## src/rtl/counter_pkg.sv

```systemverilog
// Shared constants for the parametrised up/down counter family.
package counter_pkg;

  localparam logic MODE_WRAP = 1'b0;
  localparam logic MODE_SAT  = 1'b1;

  localparam int unsigned DefaultWidth     = 4;
  localparam int unsigned DefaultPrescaleW = 8;

endpackage

```

## src/rtl/tick_prescaler.sv

```systemverilog
// Enable-gated prescaler: emits a single-cycle tick every prescale+1 enabled cycles.
module tick_prescaler #(
  parameter int unsigned PRESCALE_W = 8
) (
  input  logic                  clk,
  input  logic                  rst,
  input  logic                  en,
  input  logic                  clr,
  input  logic [PRESCALE_W-1:0] prescale,
  output logic                  tick
);

  localparam logic [PRESCALE_W-1:0] PreOne = PRESCALE_W'(1);

  logic [PRESCALE_W-1:0] pre_cnt_q, pre_cnt_d;

  // >= so that lowering prescale mid-run fires on the next enabled cycle
  assign tick = en && (pre_cnt_q >= prescale);

  always_comb begin
    pre_cnt_d = pre_cnt_q;
    if (clr) begin
      pre_cnt_d = '0;
    end else if (en) begin
      pre_cnt_d = tick ? '0 : pre_cnt_q + PreOne;
    end
  end

  always_ff @(posedge clk) begin
    if (rst) begin
      pre_cnt_q <= '0;
    end else begin
      pre_cnt_q <= pre_cnt_d;
    end
  end

endmodule

```

## src/rtl/updown_counter_mod.sv

```systemverilog
// Up/down counter with programmable modulus, prescaled ticks, load and wrap/saturate modes.
module updown_counter_mod
  import counter_pkg::*;
#(
  parameter int unsigned WIDTH      = DefaultWidth,
  parameter int unsigned PRESCALE_W = DefaultPrescaleW
) (
  input  logic                  clk,
  input  logic                  rst,
  input  logic                  en,
  input  logic                  up,
  input  logic                  load,
  input  logic [WIDTH-1:0]      load_val,
  input  logic [WIDTH-1:0]      limit,
  input  logic                  mode_sat,
  input  logic [PRESCALE_W-1:0] prescale,
  output logic [WIDTH-1:0]      count,
  output logic                  tc,
  output logic                  at_max,
  output logic                  at_min
);

  localparam logic [WIDTH-1:0] One = WIDTH'(1);

  logic [WIDTH-1:0] count_q, count_d;
  logic             tc_q, tc_d;
  logic             tick;
  logic             sat;

  tick_prescaler #(
    .PRESCALE_W(PRESCALE_W)
  ) u_prescaler (
    .clk      (clk),
    .rst      (rst),
    .en       (en),
    .clr      (load),
    .prescale (prescale),
    .tick     (tick)
  );

  assign sat = (mode_sat == MODE_SAT);

  always_comb begin
    count_d = count_q;
    tc_d    = 1'b0;
    if (load) begin
      count_d = (load_val > limit) ? limit : load_val;
    end else if (tick) begin
      if (count_q > limit) begin
        // limit was lowered under the count: snap back into range silently
        count_d = limit;
      end else if (up) begin
        if (count_q < limit) begin
          count_d = count_q + One;
          tc_d    = sat && ((count_q + One) == limit);
        end else if (!sat) begin
          count_d = '0;
          tc_d    = 1'b1;
        end
      end else begin
        if (count_q != '0) begin
          count_d = count_q - One;
          tc_d    = sat && (count_q == One);
        end else if (!sat) begin
          count_d = limit;
          tc_d    = 1'b1;
        end
      end
    end
  end

  always_ff @(posedge clk) begin
    if (rst) begin
      count_q <= '0;
      tc_q    <= 1'b0;
    end else begin
      count_q <= count_d;
      tc_q    <= tc_d;
    end
  end

  assign count  = count_q;
  assign tc     = tc_q;
  assign at_max = (count_q == limit);
  assign at_min = (count_q == '0);

endmodule

```

## config.mk

```make
export PLATFORM = sky130hd
export DESIGN_NAME = updown_counter_mod
export DESIGN_NICKNAME = d
export VERILOG_FILES = /design/src/rtl/counter_pkg.sv /design/src/rtl/tick_prescaler.sv /design/src/rtl/updown_counter_mod.sv
export SDC_FILE = /design/constraint.sdc
export NUM_CORES = 1
export LEC_CHECK = 0
export ABC_AREA = 1
export BUFFER_PORTS_ARGS = -buffer_cell sky130_fd_sc_hd__buf_4
export CORE_ASPECT_RATIO = 0.9
export CORE_MARGIN = 4
export CORE_UTILIZATION = 55
export DETAILED_ROUTE_END_ITERATION = 16
export GPL_TIMING_DRIVEN = 1
export PLACE_DENSITY = 0.89
export SLEW_MARGIN = 10
export SYNTH_ARGS = -nofsm -noshare
export SYNTH_HDL_FRONTEND = slang
export SYNTH_SLANG_ARGS = --single-unit
export TNS_END_PERCENT = 5
```

## constraint.sdc

```tcl
create_clock -name clk -period 2.15 [get_ports clk]
set_input_delay 0.1075 -clock clk [delete_from_list [all_inputs] [get_ports clk]]
set_output_delay 0.1075 -clock clk [all_outputs]
set_load 0.01 [all_outputs]
```

# After elaboration in Yosys (flattened, before gate mapping)
# Cells that the tools add are included.
[op_classes] addsub=3 n_mul=0 div_mod_pow=0 order_cmp=4 n_eq_ne=5 n_shift=0 n_mux=14 bitwise_logic=1 reduce_logical=9
[op_table] cell="$mux 4" count=9
[op_table] cell="$ne 5x3->1 const B" count=2
[op_table] cell="$add 8x1->8 const B" count=1
[op_table] cell="$eq 4x4->1" count=2
[op_table] cell="$ge 8x8->1" count=1
[op_table] cell="$gt 4x4->1" count=2
[op_table] cell="$mux 8" count=1
[op_table] cell="$add 4x1->4 const B" count=1
[op_table] cell="$eq 4x1->1 const B" count=1
[op_table] cell="$logic_not 4->1" count=1
[op_table] cell="$lt 4x4->1" count=1
[op_table] cell="$mux 1" count=4
[op_table] cell="$reduce_bool 4->1" count=1
[op_table] cell="$reduce_or 4->1" count=1
[op_table] cell="$sub 4x1->4 const B" count=1
[op_table] cell="$logic_and 1x1->1" count=3
[op_table] cell="$reduce_and 3->1" count=1
[op_table] cell="$reduce_bool 2->1" count=1
[op_table] cell="$reduce_or 2->1" count=1
[op_table] cell="$not 1->1" count=1
[word_totals] reg_bits=13 latch_bits=0 ramBits=0 rom_bits=0 inputBits=22 wordCells=39 n_memories=0

# Logic depth before layout (Yosys ltp)
[logic_depth] ltp_word=6 depth_mapped=14

# By module
# A second synthesis with hierarchy kept.
[unflattened] cells_unflattened=231 hier_area_um2=1566.5
[modules_own_cells] mod="updown_counter_mod" n_inst=1 cells_each=153 area_each_um2=955.9 seq_area_each_um2=100.1
[modules_own_cells] mod="tick_prescaler" n_inst=1 cells_each=78 area_each_um2=610.6 seq_area_each_um2=160.2

# Worst setup path before layout
# Ideal clock, no wire load.
[synth_timing] kind="reg2reg" from="register count_q[2] (netlist: count[2])" to="register count_q[0] (netlist: count[0])" arrival_time_ps=1539 t_required_ps=2037 path_slack_ps=498 path_stages_with_launch=12 period_less_slack_ps=1652 path_cell_list="dfxtp_1 > ha_1 > nand2_1 > inv_1 > nand2_1 > nand2_2 > nand2_1 > inv_1 > o21ai_1 > nand2_2 > nor2_1 > nor2_1"
[synth_between] elab_chain_cells=6 elab_cells_between_ends=12
[synth_rtl] item="from (decl)" line="updown_counter_mod.sv:25" source="logic [WIDTH-1:0] count_q, count_d;"
[synth_rtl] item="from (signal assigned)" line="updown_counter_mod.sv:77" source="count_q <= count_d;"
[synth_rtl] item="$lt 4x4->1 or $reduce_bool 4->1 (tied branches)" line="updown_counter_mod.sv:53, updown_counter_mod.sv:61"
[synth_rtl] item="$mux 4 (on tied branches)" line="updown_counter_mod.sv:53, updown_counter_mod.sv:61"
[synth_rtl] item="$mux 4" line="updown_counter_mod.sv:52" source="end else if (up) begin"
[synth_rtl] item="$mux 4" line="updown_counter_mod.sv:49" source="if (count_q > limit) begin"
[synth_rtl] item="$mux 4" line="updown_counter_mod.sv:48" source="end else if (tick) begin"
[synth_rtl] item="$mux 4" line="updown_counter_mod.sv:46" source="if (load) begin"
# Several ways; a longest one is shown, not always the timed one. The select of a mux whose other input is x is not followed.
# A chain may end at the register's enable or synchronous reset.

# Worst setup path after layout
[layout_timing] from="register count_q[0] (netlist: count[0])" to="register count_q[2] (netlist: count[2])"
[layout_between] elab_chain_cells=6 elab_cells_between_ends=14
[layout_rtl] item="$sub 4x1->4, or another cell as far along" line="updown_counter_mod.sv:62" source="count_d = count_q - One;"
[layout_rtl] item="$mux 4 (on tied branches)" line="updown_counter_mod.sv:61, updown_counter_mod.sv:53"
[layout_rtl] item="$mux 4" line="updown_counter_mod.sv:52"
[layout_rtl] item="$mux 4" line="updown_counter_mod.sv:49"
[layout_rtl] item="$mux 4" line="updown_counter_mod.sv:48"
[layout_rtl] item="$mux 4" line="updown_counter_mod.sv:46"
# Several ways; a longest one is shown, not always the timed one. The select of a mux whose other input is x is not followed.

==> metrics.md <==
| Metric | Value |
|---|---|
| Gr ovfl total | 0 |
| Part of the total power dissipated in combinational logic | between 40% and 50% |
| Placement Rows | 17 |
| Net switching power | slightly below 0.0003 W |
| Post-route standard cell area excluding fillers | roughly 1700 µm² |
| Worst voltage drop across the vdd grid | 0.000348 V |
| First-pass GRT wire length | ~6 mm |
| Setup repair after global routing missed its margin | false |
| Clock root buffer master | clkbuf_4 |
| Slew headroom | around 83% |
| Leakage power total | between 0.9 and 1 nW |
| Slew at the pin with the worst max-slew slack | 0.249 ns |
| Outcome | finished clean |
| Tcrit/Tclk final | roughly 83% |
| Final Max Tran Viols | 0 |
| Initial antenna violation count | 0 |
| Die area | approximately 3600 µm² |
| Largest fanout of any net on the critical path | 6 |
| Clk_lat worst skew | approximately 0.28 ns |
| Shortest clock period the worst path allows after layout | ~1.8 ns |
| Data arrival time of the worst path | slightly below 2 ns |
| Std-Cell Core Area | between 2000 and 2500 µm² |
| Number of clock sinks | 13 |
| Hold/Removal Path Class | primary input to flop |
| Length of the first detailed-routing pass in iterations | 4 |
| Worst clock skew on the final layout | 0.00905 ns |
| Warnings, synthesis | 0 |
| Horiz. Die Dim | approximately 62 µm |
| Distinct cells, synth | 28 |
| Synthesis-stage register bit count | 13 |
| Top_reg_cell synth | dfxtp_1 |
| Fraction of synthesis flops using an asynchronous set or reset pin | 0% |
| Deepest clock path buffer count | 2 |
| Crit path launch type | flop |
| Vert. Die Dim | between 50 and 60 µm |
| Internal power | 0.000458 W |
| Post-synth EDFFs | 0 |
| Mean area per synthesized cell | between 6 and 7 µm² |
| Final antenna-violating net count | 0 |
| Proportion of synthesized chip area in sequential cells | between 10% and 20% |
| Part of the total power dissipated in sequential elements | a little over a third |
| Summed negative setup slack over all endpoints | 0 ns |
| Register-to-register path setup slack | 0.36 ns |
| Net count of the finished layout | 304 |
| Post-CTS Resized | 0 |
| Vias per Instance | between 5 and 6 |
| Clock transition at the register clock pins on the worst setup and hold paths after CTS | 0.08 ns |
| DRC | 0 |
| Total track usage | a little over 20% |
| Pin count of the biggest net entering global routing | 10 |
| Final Hold Fails | 0 |
| H-tree level count | 1 |
| Final estimated routing congestion in global placement | between 0.9 and 1 |
| Routed length per instance | between 10 and 15 µm |
| Final setup violation count | 0 |
| Cells after Synth | roughly 230 |
| IO Count | 29 |
| Number of global-route vias before repair | about 1,400 |
| Post-synthesis cell area | around 1500 µm² |
| Switching share of power | 39.3% |
| Cell area power density | 436 nW/µm² |
| Critical path capture point type | flop |
| CTS Buf Count | 3 |
| Starting DRC count in detailed routing | 87 |
| Post-CTS setup repair buffer count | 0 |
| Critical Setup Path Class | flop to flop |
| Effective utilization at floorplan | ~60% |
| Dpl hpwl | ~2.8 mm |
| Number of maximum-capacitance violations | 0 |
| Number of hold-repair buffers added at the cts stage | 0 |
| Required time of the critical path | between 2 and 2.5 ns |
| Max Freq | 0.560 GHz |
| Share of cells above drive strength 1 | between 10% and 20% |
| Port-buffer cells | 28 |
| Number of inserted diodes | 0 |
| Area grow syn2layout | 18.3% |
| Area after DPL | roughly 1700 µm² |
| Synthesized Nets | between 200 and 300 |
| CTS tree | built |
| Count of vias placed by the detailed router | 1,511 |
| Clock Power Share | ~20% |
| Total wire length after detailed routing | 3.38 mm |
-- stage by stage --
step                hold slack, ns  util (%)  setup slack, ns  power [W]  cells
finish                       0.109      69.6            0.365   0.000755    289
floorplan                    0.287         -            0.498   0.000494    229
detailed placement           0.400      68.6            0.422   0.000604    285
global route                 0.123      69.6            0.118   0.000818    289
CTS                          0.108      69.6            0.399   0.000754    289
global placement             0.386      68.6            0.425   0.000602    285
-- synth_stat cells (2+ instances only) --
cell / instances / area share, %
ha_1: 20 / 17
nand3_2: 4 / 2.7
dfxtp_1: 13 / 18
xnor2_1: 3 / 1.8
xor2_1: 6 / 3.6
a21oi_1: 8 / 2.7
nand2_1: 50 / 13
nand3_1: 23 / 7.9
nor2_1: 27 / 6.9
nand2_2: 4 / 1.7
nor2_2: 4 / 1.7
o21ai_0: 5 / 1.7
inv_1: 40 / 10
nand2_4: 2 / 1.5
nand4_1: 7 / 3.0
-- layout make-up --
class,count,area (µm²)
clock buffer,4,26.3
tap,28,35.0
sequential,13,260
fill,223,756
inverter,42,158
multi-input combinational,173,1040
timing repair buffer,29,218
-- flip-flops by register name, indices dropped and copies added, names as in the netlist --
name and cells:
u_prescaler.pre_cnt_q 8, count 4, tc 1
-- power groups by stage --
stage               Sequential (W)  Combinational, W  Clock [W]
floorplan                 0.000272          0.000222          0
global placement          0.000268          0.000334          0
detailed placement        0.000268          0.000336          0
CTS                       0.000263          0.000338   0.000153
global route              0.000265          0.000388   0.000165
finish                    0.000263          0.000340   0.000152
-- logic make-up (layout without fill, tap and decap cells) --
| family | count (synthesis) | count (layout) | synth area share, % |
|---|---|---|---|
| AOI/OAI and AO/OA | 18 | 18 | 7.00 |
| DFF | 13 | 13 | 17.8 |
| and+or+nand+nor | 126 | 126 | 41.2 |
| adders and majority gates | 20 | 20 | 17.1 |
| xor gates and xnor gates | 9 | 9 | 5.38 |
| buffers and inverters | 43 | 75 | 11.5 |
-- layout by cell type, fill, tap and decap left out --
cell type / netlist / layout
nand3_1: 23 / 23
a21oi_1: 8 / 8
or2_0: 1 / 1
nor2_1: 27 / 27
nor3b_1: 1 / 1
dfxtp_1: 13 / 13
o21ai_2: 1 / 1
nor2_2: 4 / 4
nand2_4: 2 / 2
o21ai_0: 5 / 5
xor2_1: 6 / 6
nand3_2: 4 / 4
o221ai_1: 1 / 1
xnor2_1: 3 / 3
nor3b_2: 1 / 1
o21ai_1: 1 / 1
inv_1: 40 / 40
clkbuf_1: 0 / 1
a21o_1: 1 / 1
nand3b_1: 1 / 1
ha_1: 20 / 20
nand2_2: 4 / 4
nand2_1: 50 / 50
inv_2: 1 / 1
nand4_1: 7 / 7
a211oi_1: 1 / 1
clkbuf_4: 0 / 3
clkinv_1: 1 / 1
nor3_2: 1 / 1
buf_4: 0 / 29
-- critical path: stages (launching register included) --
cell,delay (ns)
dfxtp_1,0.42
inv_1,0.16
ha_1,0.21
inv_1,0.05
nand2_1,0.04
nand2_1,0.05
nand2_1,0.05
nand2_2,0.12
inv_1,0.11
nand2_1,0.10
nand3_1,0.10
nand2_1,0.07
nand2_1,0.05
nor2_1,0.10
nor2_1,0.05
-- per-layer routing --
metal	global-route usage (%)	up-vias	part of all wire [%]
li1	-	799	-
met1	29.8	656	50
met2	29.6	48	41
met3	4.92	8	7.5
met4	4.24	0	1.4
met5	0	-	0
-- final timing paths --
check / start / endpoint / depth (start not counted)
worst max-delay path: count[0]$_SDFFE_PP0P_ / count[2]$_SDFFE_PP0P_ / 14
worst max register to register: count[0]$_SDFFE_PP0P_ / count[2]$_SDFFE_PP0P_ / 14
worst min-delay path: en / u_prescaler.pre_cnt_q[1]$_SDFFE_PP0P_ / 2
worst min register to register: u_prescaler.pre_cnt_q[1]$_SDFFE_PP0P_ / u_prescaler.pre_cnt_q[1]$_SDFFE_PP0P_ / 2
Power figures use the tool's default switching activity.
